**config.mk**
```make
export PLATFORM = sky130hd
export DESIGN_NAME = bit_serial_adder_ctrl
export DESIGN_NICKNAME = d
export VERILOG_FILES = /design/src/rtl/bit_serial_adder_ctrl_pkg.sv /design/src/rtl/bit_serial_adder_ctrl_fa_bit_cell.sv /design/src/rtl/bit_serial_adder_ctrl.sv
export SDC_FILE = /design/constraint.sdc
export NUM_CORES = 1
export LEC_CHECK = 0
export CAP_MARGIN = 20
export CORE_MARGIN = 2
export CORE_UTILIZATION = 40
export DETAILED_ROUTE_END_ITERATION = 16
export HOLD_SLACK_MARGIN = 0.15
export PLACE_DENSITY_LB_ADDON = 0.15
export SLEW_MARGIN = 40
export SYNTH_ARGS = -nofsm -noshare
export SYNTH_HDL_FRONTEND = slang
export SYNTH_SLANG_ARGS = --single-unit
```
**constraint.sdc**
```tcl
create_clock -name clk -period 2 [get_ports clk]
set_input_delay 0.3 -clock clk [delete_from_list [all_inputs] [get_ports clk]]
set_output_delay 0.3 -clock clk [all_outputs]
set_load 0.01 [all_outputs]
```
**src/rtl/bit_serial_adder_ctrl_pkg.sv**
```systemverilog
// Shared types and helpers for the bit-serial adder controller.
package bsa_pkg;

    typedef enum logic [1:0] {
        IDLE = 2'd0,
        RUN  = 2'd1,
        DONE = 2'd2
    } state_e;

    localparam int MIN_WIDTH = 2;

    // Ceiling log2, never below 1 so a counter always has at least one bit.
    function automatic int clog2(input int value);
        int r;
        r = 1;
        for (int i = 1; i < 32; i++) begin
            if ((1 << i) < value) r = i + 1;
        end
        return r;
    endfunction

endpackage

```
**src/rtl/bit_serial_adder_ctrl_fa_bit_cell.sv**
```systemverilog
// Single-bit full adder; the only arithmetic in the serial adder.
module fa_bit_cell (
    input  logic a,
    input  logic b,
    input  logic ci,
    output logic s,
    output logic co
);

    logic w_p;

    assign w_p = a ^ b;
    assign s   = w_p ^ ci;
    assign co  = (a & b) | (ci & w_p);

endmodule

```
**src/rtl/bit_serial_adder_ctrl.sv**
```systemverilog
// Bit-serial add/subtract engine: one full-adder cell walked LSB first
// over WIDTH bits, with valid/ready handshakes on operands and result.
module bit_serial_adder_ctrl
    import bsa_pkg::*;
#(
    parameter int WIDTH = 8
) (
    input  logic             clk,
    input  logic             rst,
    input  logic             start_valid,
    output logic             start_ready,
    input  logic [WIDTH-1:0] op_a,
    input  logic [WIDTH-1:0] op_b,
    input  logic             cin,
    input  logic             sub,
    output logic             res_valid,
    input  logic             res_ready,
    output logic [WIDTH-1:0] result,
    output logic             cout,
    output logic             overflow
);

    localparam int                CNT_W = clog2(WIDTH);
    localparam logic [CNT_W-1:0]  LAST  = CNT_W'(WIDTH - 1);

    state_e           r_state;
    state_e           w_next_state;
    logic [CNT_W-1:0] r_cnt;
    logic [WIDTH-1:0] r_a;
    logic [WIDTH-1:0] r_b;
    logic [WIDTH-1:0] r_res;
    logic             r_carry;
    logic             r_cout;
    logic             r_ovf;
    logic             r_start_ready;
    logic             r_res_valid;
    logic             w_s;
    logic             w_co;
    logic             w_accept;
    logic             w_last;

    assign w_accept = (r_state == IDLE) && start_valid;
    assign w_last   = (r_cnt == LAST);

    fa_bit_cell u_cell (
        .a  (r_a[0]),
        .b  (r_b[0]),
        .ci (r_carry),
        .s  (w_s),
        .co (w_co)
    );

    always_comb begin
        w_next_state = r_state;
        case (r_state)
            IDLE:    if (start_valid) w_next_state = RUN;
            RUN:     if (w_last)      w_next_state = DONE;
            DONE:    if (res_ready)   w_next_state = IDLE;
            default:                  w_next_state = IDLE;
        endcase
    end

    always_ff @(posedge clk) begin
        if (rst) begin
            r_state       <= IDLE;
            r_start_ready <= 1'b1;
            r_res_valid   <= 1'b0;
            r_res         <= '0;
            r_cout        <= 1'b0;
            r_ovf         <= 1'b0;
            r_cnt         <= '0;
            r_carry       <= 1'b0;
        end else begin
            r_state       <= w_next_state;
            r_start_ready <= (w_next_state == IDLE);
            r_res_valid   <= (w_next_state == DONE);
            if (w_accept) begin
                // Subtract is A + ~B + 1, so the carry seeds with 1 and cin is ignored.
                r_carry <= sub | cin;
                r_cnt   <= '0;
            end else if (r_state == RUN) begin
                r_res   <= {w_s, r_res[WIDTH-1:1]};
                r_carry <= w_co;
                if (w_last) begin
                    r_cout <= w_co;
                    r_ovf  <= r_carry ^ w_co;
                end else begin
                    r_cnt <= r_cnt + 1'b1;
                end
            end
        end
    end

    always_ff @(posedge clk) begin
        if (w_accept) begin
            r_a <= op_a;
            r_b <= sub ? ~op_b : op_b;
        end else if (r_state == RUN) begin
            r_a <= r_a >> 1;
            r_b <= r_b >> 1;
        end
    end

    assign start_ready = r_start_ready;
    assign res_valid   = r_res_valid;
    assign result      = r_res;
    assign cout        = r_cout;
    assign overflow    = r_ovf;

endmodule

```
==> results.txt <==
----------------------------------------------------
[Worst setup path]
  Sequence of cells on the critical path ... buf_4 > nor4_1 > nand4_1 > or3_4 > nand4_1 > mux2_2
  Crit path to ... r_cnt[10]
  Cell depth of the worst flop-to-flop path ... 6
  Reg2reg start ... r_cnt[13]
  Setup slack, reg-to-reg ... -30 ps
  Slowest CP cell ... or3_4
  Reg2Reg Capture Point ... r_cnt[10]
  Worst setup path startpoint ... r_cnt[13]
  Worst Path Arrival ... 2270 ps
  Crit path max fanout ... 5
  WS Path Type ... reg2reg
  Startpoint type of the worst setup path ... register
  Delay of the slowest cell on the worst path ... 400 ps
  Critical path required time ... 2240 ps
  Most used cell, CP ... nand4_1
  CP endpoint kind ... register

[Timing]
  Max Clock Freq ... 0.492 GHz
  Worst relative slew slack ... 67.8%
  Crit share post-route ... 102%
  Slew @ Worst Pin ... 477 ps
  Clock Skews ... 9.17 ps
  Final setup violation count ... 1
  Final count of hold timing violations ... 0
  Worst hold slack after final layout ... 460 ps
  Min cycle time layout ... 2030 ps
  Final Max Slew Viols ... 0
  Post-route setup slack ... -30.9 ps

[Cells and area]
  Number of nets at the end of the flow ... 424
  Most common library cell in the layout ignoring fill and taps ... a21oi_1
  Post-route insts no fill ... 504
  Antenna diode instance count ... 0
  Top library cells by usage in the layout, fill and taps aside ... 45 x a21oi_1, 39 x buf_4, 37 x dfxtp_1
  Layout area overhead ... 33.4%
  Proportion of layout cells with a drive suffix above 1 ... 23.2%

[Clock tree]
  Clock-pin transition on the worst setup and hold timing paths ... 80 ps
  Number of post-CTS setup repair buffers ... 0
  Maximum clock path buffer count ... 2
  Clock sink count ... 63
  Hold_buf cts ... 0
  TritonCTS clock tree ... done
  CTS HTree Levels ... 3
  Clk_lat worst skew ... 340 ps
  Num CTS Buffers ... 9
  Root Driver ... clkbuf_8

[Global route]
  M2 GR Usage ... 29.4%
  All-Layer GR Usage ... 18.2%
  Wire length of the first global-routing pass ... 12100 um
  Met3 Use GR ... 3.51%
  Remaining global-route overflow ... 0
  Met1 usage in global routing ... 23.8%
  Pin count of the biggest net entering global routing ... 17
  Most used routing layer in global routing ... met2
  Via count of the first global-routing pass ... 2575
  Number of antenna violations at the first check in global routing ... 0

[Run status]
  Result of the run ... finished, violations left
  Violated checks ... negative setup slack

[Die]
  Ports ... 34
  Overall die area ... 0.00824 mm^2
  Die extent in x ... 90.8 um
  Starting Density ... 41.3%
  Number of core rows ... 31
  Vertical extent of the die ... 90.8 um
  Total core area ... 0.00729 mm^2

[Detailed routing]
  Wire length per cell ... 14.3 um
  Number of detailed-routing iterations run before antenna repair ... 4
  Vias ... 2720
  Wire length reported by the detailed router ... 7230 um
  Number of DRC markers after the initial detailed-route iteration ... 174
  Detailed-route vias per instance ... 5.40
  Count of unresolved DRC violations after routing ... 0
  Detail Route Antenna Nets ... 0

[Power and ir drop]
  Switching power ... 667 uW
  Max rail drop VDD ... 0.000430 V
  Clock network fraction of total power ... 42.4%
  Leakage ... 1.39 nW
  Share of total power consumed by net switching ... 23.3%
  Relative contribution of sequential cells to total power ... 48.5%
  Share of power burned in combinational logic ... 9.0%
  Internal power consumption ... 2.19 mW
  Power Density ... 711 mW/mm^2

[Place]
  DP HPWL ... 5000 um
  Count of buffers inserted at the top-level ports ... 33
  Post-Place Cells ... 488
  Routability congestion estimate from global placement ... 0.886

[Yosys]
  Post-synth top area share ... 31.2%
  Portion of the post-synthesis area used by sequential elements ... 47.2%
  Mean area per synthesized cell ... 9.02 um^2
  Main area contributors after synthesis ... dfxtp_1 31%, edfxtp_1 16%, a21oi_1 7.5%
  Predominant post-synthesis flop cell ... dfxtp_1
  Syn Nets ... 358
  Library cell occupying the most area in the post-synthesis netlist ... dfxtp_1
  Number of synthesized flops with an enable pin ... 16
  Gate Count Post-Synth ... 334
  Count of state elements after synthesis ... 63
  FFs w/ async S/R, synth ... 0%
  Cell area after synthesis ... 0.00301 mm^2
  Number of warnings printed during yosys synthesis ... 0
  Synth unique cells ... 42

[Hold path]
  Tightest Hold Check Type ... reg2reg

[Run]
  Reported max-cap violation count ... 0

----------------------------------------------------
through the flow:
step / setup slack, ps / instance area, um^2 / setup TNS (ps) / total power, mW / utilization, %
after detailed placement: 32.0 / 3710 / 0 / 1.68 / 50.9
final: -30.9 / 4020 / -30.9 / 2.86 / 55.1
after CTS: 11.7 / 3940 / 0 / 2.89 / 54.1
after global placement: -6.39 / 3710 / -23.4 / 1.67 / 50.9
after floorplan: 46.0 / 3010 / 0 / 1.55 / -
after global routing: -88.4 / 4020 / -194 / 2.98 / 55.1
layout make-up:
class                           instances  area (um^2)
Clock inverter                          5         62.6
Sequential cell                        63         1440
Inverter                                8         30.0
Timing Repair Buffer                   73          643
Multi-Input combinational cell        245         1560
Tap cell                               99          124
Clock buffer                           11          163
Fill cell                             683         3270
sequential cells by signal, indices dropped and copies added (netlist names):
| register | count |
|---|---|
| cout | 1 |
| overflow | 1 |
| r_a | 8 |
| r_b | 8 |
| r_carry | 1 |
| r_cnt | 32 |
| r_state | 2 |
| res_valid | 1 |
| result | 8 |
| start_ready | 1 |
power groups by stage:
stage / clock, mW / combinational (mW) / sequential [mW]
2_1_floorplan: 0 / 0.140 / 1.42
3_3_place_gp: 0 / 0.254 / 1.42
3_5_place_dp: 0 / 0.258 / 1.42
4_1_cts: 1.25 / 0.261 / 1.39
5_1_grt: 1.31 / 0.286 / 1.39
6_report: 1.21 / 0.259 / 1.39
synth_stat cells, types with 4 or more instances:
master	count
inv_1	8
dfxtp_1	47
nand2_1	35
nor4_1	9
edfxtp_1	16
xnor2_1	8
a21oi_1	45
nor3_1	4
nor2_1	22
nand4_1	10
o21ai_0	16
mux2_2	8
and3_1	4
o31ai_1	12
clkbuf_1	15
or3_1	16
or4_1	14
nand3_1	9
xor2_1	6
metal layers:
layer / wire, um / part of all wire, %
met5: 0 / 0
met4: 125 / 1.7
met3: 312 / 4.3
met2: 3380 / 47
met1: 3410 / 47
worst max-delay path, delay by kind of cell (launching register included):
family	cells	cell delay, ps
simple gates	4	1120
flops	1	330
mux	1	320
buf+inv	1	150
worst min-delay path by stage:
stage / start / to / slack, ps / cells after the start
final: result[0] / result[0] / 460 / 2
after floorplan: r_cnt[31] / r_cnt[31] / 450 / 2
after global routing: result[7] / result[6] / 490 / 2
after global placement: result[0] / result[0] / 440 / 2
after CTS: result[0] / result[0] / 460 / 2
after detailed placement: result[0] / result[0] / 450 / 2
logic make-up (layout without fill, tap and decap cells):
kind of cell / count (synthesis) / after routing / share of synthesized area [%]
multiplexers: 8 / 8 / 2.99
flip-flops: 63 / 63 / 47.2
XOR/XNOR: 14 / 14 / 4.07
buffers and inverters: 26 / 97 / 3.28
AO/OA/AOI/OAI: 78 / 78 / 14.5
AND/OR/NAND/NOR: 143 / 143 / 27.0
adder cells (fa/ha/maj): 2 / 2 / 1.08
timing repair:
action                                  CTS  global route
endpoints found under the setup margin    1            28
gates resized for setup                   1            22
hold endpoints to repair                  0             0
(Power assumes the default switching activity.)
